## config.mk

```make
export PLATFORM = sky130hd
export DESIGN_NAME = cnl_quad_job_sched
export DESIGN_NICKNAME = d
export VERILOG_FILES = /design/src/rtl/cnl_sched_pkg.sv /design/src/rtl/cnl_desc_fifo.sv /design/src/rtl/cnl_quad_job_sched.sv
export SDC_FILE = /design/constraint.sdc
export NUM_CORES = 1
export LEC_CHECK = 0
export ABC_AREA = 0
export CAP_MARGIN = 15
export CORE_ASPECT_RATIO = 1.4
export CORE_MARGIN = 3
export CORE_UTILIZATION = 35
export DETAILED_ROUTE_END_ITERATION = 8
export HOLD_SLACK_MARGIN = 0.08
export PLACE_DENSITY = 0.58
export SETUP_SLACK_MARGIN = 0.02
export SYNTH_ARGS = -nofsm -noshare
export SYNTH_HDL_FRONTEND = slang
export SYNTH_SLANG_ARGS = --single-unit
```

## constraint.sdc

```tcl
create_clock -name clk_if -period 39.1 [get_ports clk_if]
set_input_delay 5.865 -clock clk_if [delete_from_list [all_inputs] [get_ports clk_if]]
set_output_delay 5.865 -clock clk_if [all_outputs]
set_load 0.01 [all_outputs]
```

## src/rtl/cnl_sched_pkg.sv

```systemverilog
// Shared types and constants for the quad job scheduler.
// Watchdog logic in the top is enabled by CNL_JOB_WDOG_EN.
package cnl_sched_pkg;

   localparam int C_DESC_W       = 128;
   localparam int C_WDOG_DEFAULT = 65535;

   typedef enum logic [2:0] {
      S_IDLE,
      S_START,
      S_RUN,
      S_FETCH_GNT,
      S_FETCH_DONE,
      S_CMPL_ACK,
      S_CMPL_WAIT
   } state_t;

   // States in which the scheduler waits on an external party.
   function automatic logic is_watched(state_t s);
      return (s == S_START) || (s == S_FETCH_GNT) ||
             (s == S_FETCH_DONE) || (s == S_CMPL_WAIT);
   endfunction

endpackage

```

## src/rtl/cnl_desc_fifo.sv

```systemverilog
// Synchronous descriptor FIFO with head output and full/empty flags.
// A pop and a push in the same cycle are accepted even when full.
module cnl_desc_fifo #(
   parameter int DEPTH = 4,
   parameter int WIDTH = 128
) (
   input  logic             clk,
   input  logic             rst,
   input  logic             wr_en,
   input  logic [WIDTH-1:0] wr_data,
   input  logic             rd_en,
   output logic [WIDTH-1:0] head,
   output logic             full,
   output logic             empty
);

   localparam int AW = $clog2(DEPTH);

   logic [WIDTH-1:0] mem [DEPTH];
   logic [AW-1:0]    wr_ptr;
   logic [AW-1:0]    rd_ptr;
   logic [AW:0]      count;
   logic             do_rd;
   logic             do_wr;

   assign empty = (count == '0);
   assign full  = (count == (AW+1)'(DEPTH));
   assign do_rd = rd_en & ~empty;
   assign do_wr = wr_en & (~full | do_rd);
   assign head  = mem[rd_ptr];

   always_ff @(posedge clk or posedge rst) begin
      if (rst) begin
         wr_ptr <= '0;
         rd_ptr <= '0;
         count  <= '0;
         for (int i = 0; i < DEPTH; i++) begin
            mem[i] <= '0;
         end
      end else begin
         if (do_wr) begin
            mem[wr_ptr] <= wr_data;
            wr_ptr      <= wr_ptr + 1'b1;
         end
         if (do_rd) begin
            rd_ptr <= rd_ptr + 1'b1;
         end
         case ({do_wr, do_rd})
            2'b10:   count <= count + 1'b1;
            2'b01:   count <= count - 1'b1;
            default: count <= count;
         endcase
      end
   end

endmodule

```

## src/rtl/cnl_quad_job_sched.sv

```systemverilog
// Job scheduler in front of cnn_layer_accel_quad: queues descriptors,
// issues jobs, brokers fetches to DMA. Optional watchdog: CNL_JOB_WDOG_EN.
module cnl_quad_job_sched
   import cnl_sched_pkg::*;
#(
   parameter int C_DESC_DEPTH  = 4,
   parameter int C_JOB_CNT_W   = 16,
   parameter int C_WDOG_CYCLES = C_WDOG_DEFAULT
) (
   input  logic                   clk_if,
   input  logic                   rst,
   input  logic                   desc_valid,
   output logic                   desc_ready,
   input  logic [C_DESC_W-1:0]    desc_data,
   output logic                   job_start,
   input  logic                   job_accept,
   output logic [C_DESC_W-1:0]    job_parameters,
   input  logic                   job_fetch_request,
   output logic                   job_fetch_ack,
   output logic                   job_fetch_complete,
   input  logic                   job_complete,
   output logic                   job_complete_ack,
   output logic                   dma_req,
   input  logic                   dma_grant,
   input  logic                   dma_done,
   output logic                   busy,
   output logic [C_JOB_CNT_W-1:0] jobs_done,
   output logic                   wdog_err
);

   if (C_DESC_DEPTH < 2 || C_DESC_DEPTH > 16 ||
       (C_DESC_DEPTH & (C_DESC_DEPTH - 1)) != 0 ||
       C_WDOG_CYCLES < 1) begin : g_bad_param
      $error("cnl_quad_job_sched: illegal parameter value");
   end

   state_t state;
   logic   rdy_en;
   logic   fifo_full;
   logic   fifo_empty;
   logic   pop;
   logic   wr_en;
   logic   wd_trip;

   assign pop        = (state == S_START) & (job_accept | wd_trip);
   assign desc_ready = rdy_en & (~fifo_full | pop);
   assign wr_en      = desc_valid & desc_ready;
   assign busy       = (state != S_IDLE) | ~fifo_empty;

   cnl_desc_fifo #(
      .DEPTH (C_DESC_DEPTH),
      .WIDTH (C_DESC_W)
   ) u_fifo (
      .clk     (clk_if),
      .rst     (rst),
      .wr_en   (wr_en),
      .wr_data (desc_data),
      .rd_en   (pop),
      .head    (job_parameters),
      .full    (fifo_full),
      .empty   (fifo_empty)
   );

`ifdef CNL_JOB_WDOG_EN
   localparam int WW = $clog2(C_WDOG_CYCLES + 1);

   state_t        prev;
   logic [WW-1:0] wcnt;
   logic [WW-1:0] win;
   logic          leave;

   // win = cycles spent in the current state, this one included
   assign win     = (state == prev) ? wcnt + 1'b1 : WW'(1);
   assign wd_trip = is_watched(state) & (win == WW'(C_WDOG_CYCLES));

   always_comb begin
      leave = 1'b0;
      case (state)
         S_START:      leave = job_accept;
         S_FETCH_GNT:  leave = dma_grant;
         S_FETCH_DONE: leave = dma_done;
         S_CMPL_WAIT:  leave = ~job_complete;
         default:      leave = 1'b0;
      endcase
   end

   always_ff @(posedge clk_if or posedge rst) begin
      if (rst) begin
         prev     <= S_IDLE;
         wcnt     <= '0;
         wdog_err <= 1'b0;
      end else begin
         prev <= state;
         wcnt <= is_watched(state) ? win : '0;
         if (wd_trip & ~leave) begin
            wdog_err <= 1'b1;
         end
      end
   end
`else
   assign wd_trip  = 1'b0;
   assign wdog_err = 1'b0;
`endif

   always_ff @(posedge clk_if or posedge rst) begin
      if (rst) begin
         state              <= S_IDLE;
         rdy_en             <= 1'b0;
         job_start          <= 1'b0;
         job_fetch_ack      <= 1'b0;
         job_fetch_complete <= 1'b0;
         job_complete_ack   <= 1'b0;
         dma_req            <= 1'b0;
         jobs_done          <= '0;
      end else begin
         rdy_en             <= 1'b1;
         job_fetch_ack      <= 1'b0;
         job_fetch_complete <= 1'b0;
         job_complete_ack   <= 1'b0;
         unique case (state)
            S_IDLE: begin
               if (!fifo_empty) begin
                  state     <= S_START;
                  job_start <= 1'b1;
               end
            end
            S_START: begin
               if (job_accept) begin
                  state     <= S_RUN;
                  job_start <= 1'b0;
               end else if (wd_trip) begin
                  state     <= S_IDLE;
                  job_start <= 1'b0;
               end
            end
            // completion wins over a simultaneous fetch request
            S_RUN: begin
               if (job_complete) begin
                  state            <= S_CMPL_ACK;
                  job_complete_ack <= 1'b1;
                  jobs_done        <= jobs_done + 1'b1;
               end else if (job_fetch_request) begin
                  state   <= S_FETCH_GNT;
                  dma_req <= 1'b1;
               end
            end
            S_FETCH_GNT: begin
               if (dma_grant) begin
                  state         <= S_FETCH_DONE;
                  dma_req       <= 1'b0;
                  job_fetch_ack <= 1'b1;
               end else if (wd_trip) begin
                  state   <= S_IDLE;
                  dma_req <= 1'b0;
               end
            end
            S_FETCH_DONE: begin
               if (dma_done) begin
                  state              <= S_RUN;
                  job_fetch_complete <= 1'b1;
               end else if (wd_trip) begin
                  state <= S_IDLE;
               end
            end
            S_CMPL_ACK: begin
               state <= S_CMPL_WAIT;
            end
            S_CMPL_WAIT: begin
               if (!job_complete) begin
                  if (!fifo_empty) begin
                     state     <= S_START;
                     job_start <= 1'b1;
                  end else begin
                     state <= S_IDLE;
                  end
               end else if (wd_trip) begin
                  state <= S_IDLE;
               end
            end
            default: begin
               state <= S_IDLE;
            end
         endcase
      end
   end

endmodule

```

After elaboration in Yosys (flattened, before gate mapping)
Cells that the tools add are included.

word-level totals
  RAM bits = 0
  bits in read-only memories = 0
  register bits after elaboration = 544
  memories kept = 0
  bits in latches = 0
  input bits = 136
  word-level logic and storage cells = 93

cells by class
  eq/ne operators = 17
  mux-type cells = 30
  shifts and indexed selects = 0
  bitwise gates (word level) = 12
  $add $sub $neg = 5
  reductions and logical operators = 11
  magnitude comparators = 3
  multiply operators = 0
  div/mod/pow operators = 0

operators by type and width
  kind                                                         count
  bitwise mux 512 bit                                          1
  two-way mux 128 bit                                          3
  binary-select mux 128 bit (select 2 bit)                     1
  demux 128 bit (select 2 bit)                                 1
  two-way mux 3 bit                                            7
  one-hot mux 3 bit (7 select lines)                           1
  adder 16 x 1 -> 16 bit (second input constant)               1
  != test 2 bit (second input constant)                        7
  two-way mux 1 bit                                            13
  equality test 3 bit (second input constant)                  4
  equality test 3 x 2 -> 1 bit (second input constant)         2
  >= comparator 3 bit (second input constant)                  2
  logical NOT 3 bit                                            2
  inverter 2 -> 3 bit                                          2
  one-hot mux 3 bit (2 select lines)                           1
  AND reduction 6 bit                                          1
  nonzero test 3 bit                                           2
  bitwise AND 1 bit                                            5
  adder 2 x 1 -> 2 bit (second input constant)                 2
  AND reduction 4 bit                                          1
  nonzero test 2 bit                                           2
  adder 3 x 1 -> 3 bit (second input constant)                 1
  equality test 3 x 1 -> 1 bit (second input constant)         1
  less-than comparator 3 x 1 -> 1 bit (second input constant)  1
  11 further kinds                                             14

Depth between registers and ports, before layout
Gate-level depths: netlist of run 1.

  depth in word-level cells = 8
  mapped depth = 10
  gate-level depth less buffers = 9

Cells and area by module
From an unflattened synthesis of run 1, not the netlist that was laid out.

unflattened totals
  cell total of the unflattened synthesis = 1397
  area, all modules = 23870.4 µm²

modules (own cells, without submodules)
  module              cells an instance  times used  area an instance (µm²)
  cnl_desc_fifo       1279               1           22664.2
  cnl_quad_job_sched  118                1           1206.2

Worst setup path before layout of run 1
Ideal clock, no wire load.

  path kind = input port to output port
  start = in job_accept
  end = out desc_ready
  data required time = 33.235 ns
  arrival time = 6.286 ns
  stages = 2
  path slack = 26.949 ns
  cell sequence = nand4bb_4 a31oi_1

on the way
  cells in the longest elaborated chain, start to end = 3

ends and longest elaborated chain
  element            RTL line                  RTL
  from (decl)        cnl_quad_job_sched.sv:16  input logic job_accept,
  bitwise AND 1 bit  cnl_quad_job_sched.sv:45  assign pop = (state == S_START) & (job_accept | wd_trip);
  bitwise OR 1 bit   cnl_quad_job_sched.sv:46  assign desc_ready = rdy_en & (~fifo_full | pop);
  bitwise AND 1 bit  cnl_quad_job_sched.sv:46
  to (decl)          cnl_quad_job_sched.sv:13  output logic desc_ready,

Every way passes these cells.

Final worst setup path of run 1
Ends and elaborated chain as after synthesis.

==> impl_metrics.ini, run 1 <==
[timing]
drv_slew = 0
timing.fmax_mhz = 75.47
rsz0062_at_grt = false
period_share_pct = 33.89
setup_tns_ns = 0
worst_pin_slew_ns = 1.073
worst_slack_ns = 25.85
final_hold_viol_count = 0
fin_hold_ws_ns = 0.4697
setup_viol = 0
relSlewSlack_pct = 28.46
worst_clock_skew_ns = 0.02081
final.min_clock_period_ns = 13.25

[worst_setup_path]
start_kind = primary input
crit_fanout = 4
crit_required_ns = 33.23
worstPathArrival_ns = 7.39
end_kind = output port
critPathKind = primary input to output port

[place]
dpl.hpwl_um = 33750
port_buffers = 286
dp.cells = 2527
gp_congestion = 0.7714
dpl_cell_area_mm2 = 0.02735
dp_slack_ns = 25.86

[power]
p_per_area_mw_per_mm2 = 89.64
ir_worst_vdd_mv = 0.04486
p_leak_nw = 11.91
power_mw = 2.615

[drt]
routedWlPerCell_um = 21.32
dr_wl_met2_um = 28630
dr.pass1.iters = 4
top_layer = met4
totalWireLength_um = 56160
antenna_left = 0
drt_iter0_markers = 456
vias_per_cell = 4.982
route.detailed.drc = 0
vias = 13120
wl_met3_um = 2413
m1WireLength_um = 24030

[synthesis]
synth_cell_type_count = 41
synth_cells = 1392
synth_fp_nets = 1535
synth.avg_cell_area_um2 = 17.50
synth-seq-area-share_pct = 55.88
synthesis.area_mm2 = 0.02436
synth-seq-cells = 544
yosysWarnings = 0

[grt]
grt_start_max_net_pins = 119
grt_pass1_wl_um = 89200
antenna_found_initial = 3
grt.total_usage_pct = 15.47
grt_pass1_vias = 15000
overflow = 0

[layout]
final_core_util_pct = 42.63
final_common_cell = dfrtp_1
final_cell_mix = dfrtp_1, mux2_2, clkdlybuf4s50_1
drive_gt1_share_pct = 43.60
areaGrowthSynthToFinish_pct = 19.75
final_cells = 2634
fin_nets = 1808
design_area_mm2 = 0.02917

[clock_network]
cts_buffers = 56
root_buffer = clkbuf_16
tritoncts = done
clk_latency_ns = 0.62
htreeDepth = 2
cts_resized = 0
postCtsSetupRepairBufs = 0
clkTransAtPathRegs_ns = 0.06
cts_hold_buf = 0
clock-sinks = 544
clockBufferDepth = 3

[die]
die_x_um = 229.0
fp-row-count = 113
dieArea_mm2 = 0.07286
io_pins = 288
core_mm2 = 0.06843
initial_utilization_pct = 35.60
die_y_um = 318.2

[run_status]
status = finished clean

[flow_run]
cap_violations = 0

[worst_hold_path]
hp-class = flop to flop
[power by group]
part	total [mW]	leakage [nW]	switching [mW]	internal, mW
Clock	0.530	0.896	0.226	0.304
Combinational	1.09	4.44	0.400	0.688
Sequential	0.998	6.57	0.160	0.838
[path summary, 6_finish.rpt]
kind | startpoint | to | slack [ns] | cells past startpoint
max | job_accept | desc_ready | 25.85 | 4
min | jobs_done[15] | jobs_done[15] | 0.47 | 1
max reg2reg | state[1] | u_fifo.mem[313] | 35.78 | 6
max in group asynchronous | rst | u_fifo.mem[465] | 30.05 | 5
min reg2reg | jobs_done[15] | jobs_done[15] | 0.47 | 1
min in group asynchronous | rst | u_fifo.mem[377] | 5.81 | 2
[worst max-delay path, stage by stage]
cell and delay (ns):
clkdlybuf4s50_1 0.57, nand4bb_4 0.17, a31oi_1 0.22, clkdlybuf4s50_1 0.57
[area by class of cell]
class / count / area, um2
Sequential cell: 544 / 13620
Clock inverter: 20 / 168.9
Inverter: 14 / 60.06
Fill cell: 6243 / 39260
Clock buffer: 84 / 1648
Multi-Input combinational cell: 744 / 9513
Antenna cell: 3 / 7.507
Timing Repair Buffer: 305 / 3005
Tap cell: 920 / 1151
[layer usage]
layer	vias up	global-route usage [%]
li1	5710	-
met1	7117	19.70
met2	235	26.75
met3	60	3.364
met4	0	4.032
met5	-	0
[synth_stat cells (all sizes together)]
cell | count | share of area [%]
a211oi | 1 | 0.031
nand3 | 4 | 0.082
o21a | 1 | 0.031
a41oi | 1 | 0.036
dfrtp | 544 | 56
or3 | 2 | 0.051
a31oi | 2 | 0.11
xnor2 | 13 | 0.47
nand2 | 13 | 0.20
mux4 | 128 | 12
xor2 | 8 | 0.29
and2 | 5 | 0.17
ha | 6 | 0.31
conb | 2 | 0.031
mux2 | 513 | 24
clkbuf | 4 | 0.062
nor2 | 10 | 0.15
inv | 14 | 0.22
nor4 | 1 | 0.026
o32ai | 1 | 0.036
nor3b | 2 | 0.062
nand4 | 4 | 0.10
and4bb | 1 | 0.051
nor2b | 2 | 0.051
fa | 1 | 0.082
mux2i | 2 | 0.082
o21ai | 5 | 0.10
a21oi | 4 | 0.082
and4 | 3 | 0.11
nand4bb | 1 | 0.11
buf | 86 | 4.8
nor3 | 5 | 0.10
and3 | 3 | 0.077
[cells by family (layout without fill, tap and decap cells)]
group / after synthesis / in the layout / synth area share, %
AOI/OAI and AO/OA: 15 / 15 / 0.4314
muxes: 643 / 643 / 36.09
xor gates and xnor gates: 21 / 21 / 0.7549
other: 2 / 5 / 0.03082
adders and majority gates: 7 / 7 / 0.3903
buffers and inverters: 104 / 423 / 5.079
and+or+nand+nor: 56 / 56 / 1.351
DFF: 544 / 544 / 55.88
[sequential cells by signal, summed over array words and instances (netlist names)]
signal	cells
state	3
job_fetch_ack	1
jobs_done	16
job_complete_ack	1
u_fifo.wr_ptr	2
rdy_en	1
u_fifo.mem	512
u_fifo.rd_ptr	2
job_fetch_complete	1
job_start	1
u_fifo.count	3
dma_req	1
(Power assumes the default switching activity.)
==> run 2, diff against run 1 <==
==> constraint.sdc (replaced) <==
create_clock -name clk_if -period 12.9 [get_ports clk_if]
set_input_delay 1.935 -clock clk_if [delete_from_list [all_inputs] [get_ports clk_if]]
set_output_delay 1.935 -clock clk_if [all_outputs]
set_load 0.01 [all_outputs]
==> impl_metrics.ini, run 2 (same netlist as run 1, synthesis figures left out) <==
[worst_setup_path]
start_kind = flop
end_kind = output port
path_cells = buf_4 -> mux4_2 -> clkdlybuf4s50_1
critPathKind = flop to output port
startpoint = u_fifo.rd_ptr[1]
cp-endpoint = job_parameters[114]
rr_worst_depth = 5
slowest_delay_ns = 1.04
crit_fanout = 48
slowest_stage = dfrtp_4
cp_num_buf_inv = 2
r2r_end = u_fifo.mem[319]
path_depth = 3
worstPathArrival_ns = 3.71
r2r-start = state[1]
r2r_setup_slack_ns = 9.76
cp_top_family = buffers and inverters
crit_required_ns = 10.97

[power]
clockPowerShare_pct = 21.1
ir_worst_vdd_mv = 0.1138
power_mw = 8.023
p_per_area_mw_per_mm2 = 273.5
p_leak_nw = 11.97
comb_power_share_pct = 41.2
intPower_mw = 5.638
p_sw_share_pct = 29.72
switchingPower_mw = 2.384
pwr-share-seq_pct = 37.7

[drt]
drt_iter0_markers = 480
dr.pass1.iters = 7
routedWlPerCell_um = 21.32
route.detailed.drc = 0
totalWireLength_um = 56150
antenna_left = 0
vias_per_cell = 4.964
vias = 13070

[layout]
reg_top3 = u_fifo.mem (512), jobs_done (16)
fillerInstances = 6225
regMostFlops = u_fifo.mem
final_cells = 2634
drive_gt1_share_pct = 43.53
final_common_cell = dfrtp_1
areaGrowthSynthToFinish_pct = 20.41
fin_nets = 1807
largest_reg_flops = 512
design_area_mm2 = 0.02934
final_cell_mix = dfrtp_1, mux2_2, clkdlybuf4s50_1
final_core_util_pct = 42.87

[die]
die_x_um = 229.0
io_pins = 288
fp-row-count = 113
initial_utilization_pct = 35.60
dieArea_mm2 = 0.07286
die_y_um = 318.2
core_mm2 = 0.06843

[timing]
fin_hold_ws_ns = 0.4850
worst_slack_ns = 7.251
timing.fmax_mhz = 177.0
setup_viol = 0
rsz0062_at_grt = false
final.min_clock_period_ns = 5.649
worst_clock_skew_ns = 0.009518
drv_slew = 0
worst_pin_slew_ns = 1.186
final_hold_viol_count = 0
relSlewSlack_pct = 20.94
period_share_pct = 43.79
setup_tns_ns = 0

[clock_network]
clk_latency_ns = 0.61
clkTransAtPathRegs_ns = 0.06
clock-sinks = 544
cts_buffers = 57
cts_hold_buf = 0
root_buffer = clkbuf_16
htreeDepth = 2
cts_resized = 0
postCtsSetupRepairBufs = 0
tritoncts = done
clockBufferDepth = 3

[worst_hold_path]
hp-class = flop to flop

[grt]
overflow = 0
grt_pass1_vias = 14810
grt.total_usage_pct = 15.47
grt_start_max_net_pins = 189
grt_pass1_wl_um = 88920
antenna_found_initial = 5

[place]
gp_congestion = 0.7216
dpl.hpwl_um = 33830
port_buffers = 286
dp.cells = 2524
dp_slack_ns = 7.520
dpl_cell_area_mm2 = 0.02735

[run_status]
status = finished clean

[flow_run]
cap_violations = 0
## run 2: power groups by stage
stage | clock network (mW) | logic, mW | registers [mW]
after global placement | 0 | 3.32 | 3.00
after floorplan | 0 | 2.23 | 2.85
after detailed placement | 0 | 3.38 | 3.06
after global routing | 1.82 | 3.54 | 3.14
final | 1.69 | 3.30 | 3.02
after CTS | 1.76 | 3.39 | 3.03
## run 2: worst min path at each step
| stage | from | end | slack (ns) | depth (start not counted) |
|---|---|---|---|---|
| after floorplan | u_fifo.mem[376] | u_fifo.mem[376] | 0.45 | 1 |
| after global placement | jobs_done[15] | jobs_done[15] | 0.46 | 1 |
| after detailed placement | jobs_done[15] | jobs_done[15] | 0.47 | 1 |
| final | u_fifo.mem[377] | u_fifo.mem[377] | 0.48 | 1 |
| after CTS | u_fifo.mem[380] | u_fifo.mem[380] | 0.48 | 1 |
| after global routing | u_fifo.mem[380] | u_fifo.mem[380] | 0.49 | 1 |
## run 2: per-layer routing
metal | GRT usage (%) | vias to the layer above | share of wire, % | routed length, um
met5 | 0 | - | 0.023 | 13
li1 | - | 5706 | - | -
met2 | 26.96 | 234 | 52 | 28920
met4 | 4.297 | 2 | 2.1 | 1158
met3 | 3.713 | 80 | 5.0 | 2827
met1 | 19.19 | 7052 | 41 | 23230
## run 2: worst register-to-register path: cells and delay by family, from the launching register on
| kind | cells | cell delay (ns) |
|---|---|---|
| AO/OA/AOI/OAI | 1 | 0.31 |
| buffers and inverters | 1 | 0.80 |
| AND/OR/NAND/NOR | 2 | 0.86 |
| multiplexers | 1 | 0.56 |
| flip-flops | 1 | 0.50 |
## run 2: area by class of cell
type	instances	area, um2	area share (%)
antenna	5	12.51	0.04265
tap	920	1151	3.924
inverter	14	56.30	0.1919
multi-input combinational	744	9513	32.43
timing repair buffer	303	3035	10.35
sequential	544	13620	46.43
clock buffer	90	1753	5.975
clock inverter	14	193.9	0.6611
